File: config.mk
export PLATFORM = sky130hd
export DESIGN_NAME = tick_sched_flat
export DESIGN_NICKNAME = d
export VERILOG_FILES = /design/src/rtl/tick_sched_if.sv /design/src/rtl/tick_sched.sv /design/src/flat_wrapper.sv
export SDC_FILE = /design/constraint.sdc
export NUM_CORES = 1
export LEC_CHECK = 0
export CAP_MARGIN = 30
export CORE_UTILIZATION = 40
export CTS_BUF_LIST = sky130_fd_sc_hd__clkbuf_8
export CTS_CLUSTER_DIAMETER = 120
export DETAILED_ROUTE_END_ITERATION = 10
export PLACE_DENSITY_LB_ADDON = 0.1
export SETUP_SLACK_MARGIN = 0.5
export SYNTH_ARGS = -nofsm -noshare
export SYNTH_HDL_FRONTEND = slang
export SYNTH_SLANG_ARGS = --single-unit
File: constraint.sdc
create_clock -name iClk -period 2.11 [get_ports iClk]
set_input_delay 0.422 -clock iClk [delete_from_list [all_inputs] [get_ports iClk]]
set_output_delay 0.422 -clock iClk [all_outputs]
set_load 0.03 [all_outputs]
File: src/rtl/tick_sched_if.sv
// Command and status bundle between a controller and the tick scheduler.
// The controller drives the command fields and the scheduler returns the timebase outputs.
interface tick_sched_if #(
    parameter int CNT_W = 25
);
    logic             iCmdValid;
    logic [1:0]       iCmdOp;
    logic [CNT_W-1:0] iCmdDiv;
    logic             oCmdReady;
    logic             oTick;
    logic             oClk;
    logic             oDone;
    logic             oBusy;
    logic [1:0]       oState;

    modport master (
        output iCmdValid, iCmdOp, iCmdDiv,
        input  oCmdReady, oTick, oClk, oDone, oBusy, oState
    );

    modport slave (
        input  iCmdValid, iCmdOp, iCmdDiv,
        output oCmdReady, oTick, oClk, oDone, oBusy, oState
    );
endinterface

File: src/rtl/tick_sched.sv
// Command-driven clock divider: stop, free-run, one-shot and runtime re-rating.
// Emits a one-cycle tick at each terminal count plus a 50% duty toggled clock.
module tick_sched #(
    parameter int CNT_W   = 25,
    parameter int DEF_DIV = 25000000
) (
    input  logic         iClk,
    input  logic         iRst,
    tick_sched_if.slave  bus
);
    typedef enum logic [1:0] {
        ST_IDLE = 2'b00,
        ST_RUN  = 2'b01,
        ST_SHOT = 2'b10
    } state_t;

    localparam logic [1:0] OP_STOP    = 2'b00;
    localparam logic [1:0] OP_RUN     = 2'b01;
    localparam logic [1:0] OP_ONESHOT = 2'b10;
    localparam logic [1:0] OP_LOAD    = 2'b11;

    state_t           state_q, state_d;
    logic [CNT_W-1:0] cnt_q, cnt_d;
    logic [CNT_W-1:0] div_q, div_d;
    logic             tick_q, tick_d;
    logic             clk_q, clk_d;
    logic             done_q, done_d;
    logic             ready_q, ready_d;

    logic             accept_s;
    logic             terminal_s;

    assign accept_s   = bus.iCmdValid & ready_q;
    assign terminal_s = (cnt_q == div_q);

    // Next-state, counter and output-pulse logic.
    always_comb begin
        state_d = state_q;
        cnt_d   = cnt_q;
        div_d   = div_q;
        tick_d  = 1'b0;
        clk_d   = clk_q;
        done_d  = 1'b0;

        case (state_q)
            ST_IDLE, ST_RUN: begin
                if (accept_s) begin
                    // An accepted command always restarts the phase, even at terminal count.
                    cnt_d = CNT_W'(0);
                    case (bus.iCmdOp)
                        OP_STOP: begin
                            state_d = ST_IDLE;
                            clk_d   = 1'b0;
                        end
                        OP_RUN:     state_d = ST_RUN;
                        OP_ONESHOT: state_d = ST_SHOT;
                        OP_LOAD:    div_d   = bus.iCmdDiv;
                        default:    state_d = state_q;
                    endcase
                end else if (state_q == ST_IDLE) begin
                    cnt_d = CNT_W'(0);
                end else if (terminal_s) begin
                    cnt_d  = CNT_W'(0);
                    tick_d = 1'b1;
                    clk_d  = ~clk_q;
                end else begin
                    cnt_d = cnt_q + CNT_W'(1);
                end
            end
            ST_SHOT: begin
                if (terminal_s) begin
                    cnt_d   = CNT_W'(0);
                    tick_d  = 1'b1;
                    done_d  = 1'b1;
                    clk_d   = ~clk_q;
                    state_d = ST_IDLE;
                end else begin
                    cnt_d = cnt_q + CNT_W'(1);
                end
            end
            default: begin
                state_d = ST_IDLE;
                cnt_d   = CNT_W'(0);
            end
        endcase

        ready_d = (state_d != ST_SHOT);
    end

    // State and output registers with synchronous reset.
    always_ff @(posedge iClk) begin
        if (iRst) begin
            state_q <= ST_IDLE;
            cnt_q   <= CNT_W'(0);
            div_q   <= CNT_W'(DEF_DIV);
            tick_q  <= 1'b0;
            clk_q   <= 1'b0;
            done_q  <= 1'b0;
            ready_q <= 1'b1;
        end else begin
            state_q <= state_d;
            cnt_q   <= cnt_d;
            div_q   <= div_d;
            tick_q  <= tick_d;
            clk_q   <= clk_d;
            done_q  <= done_d;
            ready_q <= ready_d;
        end
    end

    assign bus.oCmdReady = ready_q;
    assign bus.oTick     = tick_q;
    assign bus.oClk      = clk_q;
    assign bus.oDone     = done_q;
    assign bus.oBusy     = (state_q != ST_IDLE);
    assign bus.oState    = state_q;
endmodule
File: src/flat_wrapper.sv
// flat-port wrapper written by rule: the top's interface ports become plain ports
module tick_sched_flat 
#(
    parameter int CNT_W   = 25,
    parameter int DEF_DIV = 25000000
)
  (iClk, iRst, bus_iCmdValid, bus_iCmdOp, bus_iCmdDiv, bus_oCmdReady, bus_oTick, bus_oClk, bus_oDone, bus_oBusy, bus_oState);
  tick_sched_if #(.CNT_W(CNT_W)) bus_i ();
  input  logic iClk;
  input  logic iRst;
  input wire logic [$bits(bus_i.iCmdValid)-1:0] bus_iCmdValid;
  input wire logic [$bits(bus_i.iCmdOp)-1:0] bus_iCmdOp;
  input wire logic [$bits(bus_i.iCmdDiv)-1:0] bus_iCmdDiv;
  output wire logic [$bits(bus_i.oCmdReady)-1:0] bus_oCmdReady;
  output wire logic [$bits(bus_i.oTick)-1:0] bus_oTick;
  output wire logic [$bits(bus_i.oClk)-1:0] bus_oClk;
  output wire logic [$bits(bus_i.oDone)-1:0] bus_oDone;
  output wire logic [$bits(bus_i.oBusy)-1:0] bus_oBusy;
  output wire logic [$bits(bus_i.oState)-1:0] bus_oState;
  assign bus_i.iCmdValid = bus_iCmdValid;
  assign bus_i.iCmdOp = bus_iCmdOp;
  assign bus_i.iCmdDiv = bus_iCmdDiv;
  assign bus_oCmdReady = bus_i.oCmdReady;
  assign bus_oTick = bus_i.oTick;
  assign bus_oClk = bus_i.oClk;
  assign bus_oDone = bus_i.oDone;
  assign bus_oBusy = bus_i.oBusy;
  assign bus_oState = bus_i.oState;
  tick_sched #(.CNT_W(CNT_W), .DEF_DIV(DEF_DIV)) u_core (.iClk(iClk), .iRst(iRst), .bus(bus_i));
endmodule
# After elaboration in Yosys (flattened, before gate mapping)
# Index checks and enable logic that the tools add are counted.
# word_totals
reg_bits	56
latchBits	0
wordCells	45
mem_bits_rw	0
n_memories	0
romBits	0
inputBits	30
out_inout_bits	7
# op_classes
shifts	0
magnitude_cmp	0
bitwise_logic	3
mux	17
reduce_logical	8
mul	0
div	0
n_addsub	1
eq_ne	9
# op_table
cell	n
two-way mux 25 bit	3
one-hot mux 25 bit (2 select lines)	1
adder 25 x 1 -> 25 bit (second input constant)	1
equality test 25 bit	1
two-way mux 1 bit	7
equality test 2 bit (second input constant)	3
one-hot mux 2 bit (3 select lines)	1
AND reduction 3 bit	2
equality test 2 x 1 -> 1 bit (second input constant)	2
logical NOT 2 bit	2
two-way mux 2 bit	2
one-hot mux 1 bit (2 select lines)	2
one-hot mux 2 bit (2 select lines)	1
nonzero test 2 bit	2
OR reduction 2 bit	2
inequality test 3 x 2 -> 1 bit (second input constant)	1
inequality test 3 bit (second input constant)	1
inequality test 2 bit (second input constant)	1
NOT 1 bit	2
bitwise AND 1 bit	1

# Depth between registers and ports, before layout
# depth
depth_word	5
ltp_mapped	6
ltp_nobuf	6

# Worst setup path before layout
# OpenSTA, ideal clock, no wires.
# synth_timing
path_type	register to register
from	reg u_core.state_q[0], in the netlist u_core.bus.oState[0]
to	reg u_core.cnt_q[15]
path_stages_with_launch	7
arrival_ps	1600
setup_ps	117
required_time_ps	1993
setup_slack_ps	393
path_buffers	1
synth_period_minus_slack_ps	1717
cell_sequence	dfxtp_1 nand2b_1 a21boi_0 nor2_1 o21ai_1 buf_2 nor2_1
# synth_between
elab_chain_len	4
word_cells_on_any_way	7
cone_classes	2 x eq/ne; 3 x mux; 2 x reduce/logical
# synth_rtl
item	line_no	rtl
start: declaration	tick_sched.sv:22	state_t state_q, state_d;
start signal: assignment	tick_sched.sv:101	state_q <= state_d;
logical NOT 2 bit	tick_sched.sv:45, tick_sched.sv:60	
two-way mux 25 bit	tick_sched.sv:60	end else if (state_q == ST_IDLE) begin
two-way mux 25 bit	tick_sched.sv:47	if (accept_s) begin
one-hot mux 25 bit (2 select lines) *	tick_sched.sv:45	case (state_q)
end signal: assignment	tick_sched.sv:102	cnt_q <= cnt_d;
end: declaration	tick_sched.sv:23	logic [CNT_W-1:0] cnt_q, cnt_d;
# Every way passes the cells marked *; elsewhere a longest branch is shown, timed or not.
# A chain may end at the register's enable or synchronous reset.

# Worst setup path after layout
# layout_timing
from	reg u_core.cnt_q[7]
to	reg u_core.clk_q, in the netlist u_core.bus.oClk
# layout_between
elab_chain_len	5
# layout_rtl
item	line_no	rtl
equality test 25 bit *	tick_sched.sv:34	assign terminal_s = (cnt_q == div_q);
two-way mux 1 bit *	-	
two-way mux 1 bit (2 in series)	-	
one-hot mux 1 bit (2 select lines) *	-	
end signal: assignment	tick_sched.sv:105	clk_q <= clk_d;
end: declaration	tick_sched.sv:26	logic clk_q, clk_d;
# Every way passes the cells marked *; elsewhere a longest branch is shown, timed or not. The select of a mux whose other input is x is not followed.

==> flow_metrics.py <==
metrics = {
    "run_status": {
        "outcome": "completed",
    },
    "global_route": {
        "grtUsageTotal": 0.201,
        "met2_usage": 0.310,
        "overflow": 0,
        "groute.layer.met1.usage": 0.282,
        "grt_first_pass_wirelength_um": 10000,
        "antenna_found_initial": 0,
        "grt_busiest_layer": "met2",
        "grt_pass1_vias": 2031,
        "use_met3": 0.0416,
        "grt_max_degree": 29,
    },
    "sta": {
        "slew_headroom": 0.709,
        "fin_hold_ws_ns": 0.466,
        "skew_ns": 0.00417,
        "rsz0062_at_grt": "yes",
        "setup_viol": 0,
        "max_freq_mhz": 556,
        "min_period_over_period": 0.852,
        "fin_tns_setup_ns": 0,
        "fin_crit_ns": 1.80,
        "maxSlewViolCount": 0,
        "hold_viol_final": 0,
        "tightest_slew_ns": 0.431,
    },
    "synthesis": {
        "syn_nets": 323,
        "syn_inst": 292,
        "yosysTopAreaCell": "dfxtp_1",
        "ys.flop_type": "dfxtp_1",
        "async_reset_ff_frac": 0,
        "netlist_top_cells_area": "dfxtp_1, xor2_1, nand2_1, xnor2_1, nor2_1",
        "synth-edff-count": 0,
        "netlist_area_mm2": 0.00250,
        "synth_cell_types": 34,
        "synth_top_area_frac": 0.448,
        "synth-seq-cells": 56,
        "syn_area_per_cell_um2": 8.57,
        "ys_seq_area_frac": 0.448,
        "synth-warning-count": 0,
    },
    "setup_path": {
        "arrival_ns": 2.03,
        "critPathMaxFanout": 4,
        "setup.worst_path.start_class": "flip-flop",
        "worstPathRequired_ns": 2.34,
        "end_kind": "flip-flop",
        "critical_path_class": "flip-flop to flip-flop",
    },
    "place": {
        "dpl.hpwl_um": 3940,
        "numPortBuffers": 36,
        "dpl.cell_count": 399,
        "place.gp.congestion": 0.812,
    },
    "routing": {
        "drc_errors": 0,
        "drtPass1Iterations": 4,
        "finalWirelength_um": 5940,
        "routed_via_density": 4.98,
        "ant_nets": 0,
        "wl_per_cell_um": 14.4,
        "vias": 2060,
        "drt_iter0_drc": 97,
    },
    "power": {
        "leakage_uw": 0.00127,
        "peakVddDrop_v": 0.000391,
        "power_density_mw_per_mm2": 664,
    },
    "finish": {
        "syn2layout_area_growth_pct": 36.3,
        "ff_latch_area_mm2": 0.00114,
        "drive_above_1_share": 0.230,
        "multi_input_area_mm2": 0.00148,
        "fillers": 563,
        "fin_util": 0.570,
        "layout_common_cells": "nand2_1, dfxtp_1, clkdlybuf4s50_1, xor2_1, nor2_1",
        "layout_commonest_cell": "nand2_1",
        "layout.cells.non_filler": 414,
        "diodes": 0,
        "fin_nets": 369,
    },
    "cts": {
        "clk_pin_slew_worst_paths_ns": 0.10,
        "cts_made_buffers": 5,
        "cts_tree": "done",
        "clock_path_buffers": 2,
        "insertion_delay_ns": 0.31,
        "htreeDepth": 2,
        "cts_hold_buffers": 0,
        "root_buffer": "clkbuf_8",
        "clkSinkCount": 56,
    },
    "die": {
        "initial_utilization": 0.418,
        "die-width_um": 81.1,
        "die_h_um": 81.1,
        "io_pins": 37,
        "die_area_mm2": 0.00658,
        "core_mm2": 0.00599,
        "rows": 28,
    },
    "job": {
        "maxCapViolations": 0,
    },
    "hold_path": {
        "hold_class": "flip-flop to flip-flop",
    },
}
## metal layers
layer	wire, um	up-vias
li1	-	1062
met1	2950	950
met2	2730	40
met3	195	8
met4	66	0
met5	0	-
## flip-flops by register name, summed over array words and instances, names as in the netlist
signal and count:
u_core.cnt_q 25, u_core.bus.oDone 1, u_core.bus.oState 2, u_core.bus.oCmdReady 1, u_core.div_q 25, u_core.bus.oClk 1, u_core.bus.oTick 1
## cell families (layout without fill, tap and decap cells)
kind of cell / after synthesis / after routing / share of synthesized area
fa+ha+maj: 1 / 1 / 0.00500
buf+inv: 15 / 62 / 0.0240
simple gates: 152 / 152 / 0.307
flops: 56 / 56 / 0.448
compound gates: 20 / 20 / 0.0480
xor+xnor: 48 / 48 / 0.168
## cells in the mapped netlist, drive strengths merged (2+ instances only)
master,instances
a21oi,14
and3,3
and4,4
buf,3
clkbuf,8
dfxtp,56
inv,4
nand2,58
nand3,8
nand3b,12
nand4,5
nor2,36
nor3,10
nor4,8
or2,2
xnor2,18
xor2,30
## final cells by class
class | instances | share of cell area
multi-input combinational | 221 | 0.435
sequential | 56 | 0.335
timing repair buffer | 50 | 0.151
tap | 75 | 0.0275
clock inverter | 3 | 0.0264
clock buffer | 5 | 0.0202
inverter | 4 | 0.00440
## through the flow
step                setup WS (ns)  power [uW]  cell area, um^2
floorplan                   0.420        1220             2510
global placement            0.210        1320             2990
detailed placement          0.166        1320             2990
CTS                         0.287        2280             3320
global route                0.213        2360             3410
finish                      0.313        2270             3410
## repair_timing
| action | CTS | global route |
|---|---|---|
| endpoints found under the setup margin | 37 | 34 |
| resized for setup | 36 | 30 |
| endpoints found under the hold margin | 0 | 0 |
| pin swaps | 16 | 4 |
| buffers inserted | 4 | 1 |
| gates cloned | 2 | 0 |
## final timing paths
check                        from               to  slack [ns]  cells past startpoint
setup / recovery  u_core.cnt_q[7]  u_core.bus.oClk        0.31                      5
hold reg to reg   u_core.cnt_q[0]  u_core.cnt_q[0]        0.47                      1
hold / removal    u_core.cnt_q[0]  u_core.cnt_q[0]        0.47                      1
setup reg to reg  u_core.cnt_q[7]  u_core.bus.oClk        0.31                      5
## critical path, stage by stage, from the launching register on
cell      delay, ns
dfxtp_4        0.37
xor2_2         0.16
nor4_4         0.32
nand3_1        0.14
or4_4          0.53
a221oi_2       0.20
## report_power, final
| group | internal [uW] | switching, uW | total (uW) | leakage, uW |
|---|---|---|---|---|
| sequential | 1080 | 23.9 | 1100 | 0.000460 |
| clock | 593 | 354 | 947 | 0.0000784 |
| combinational | 115 | 101 | 216 | 0.000728 |
Power figures use the tool's default switching activity.
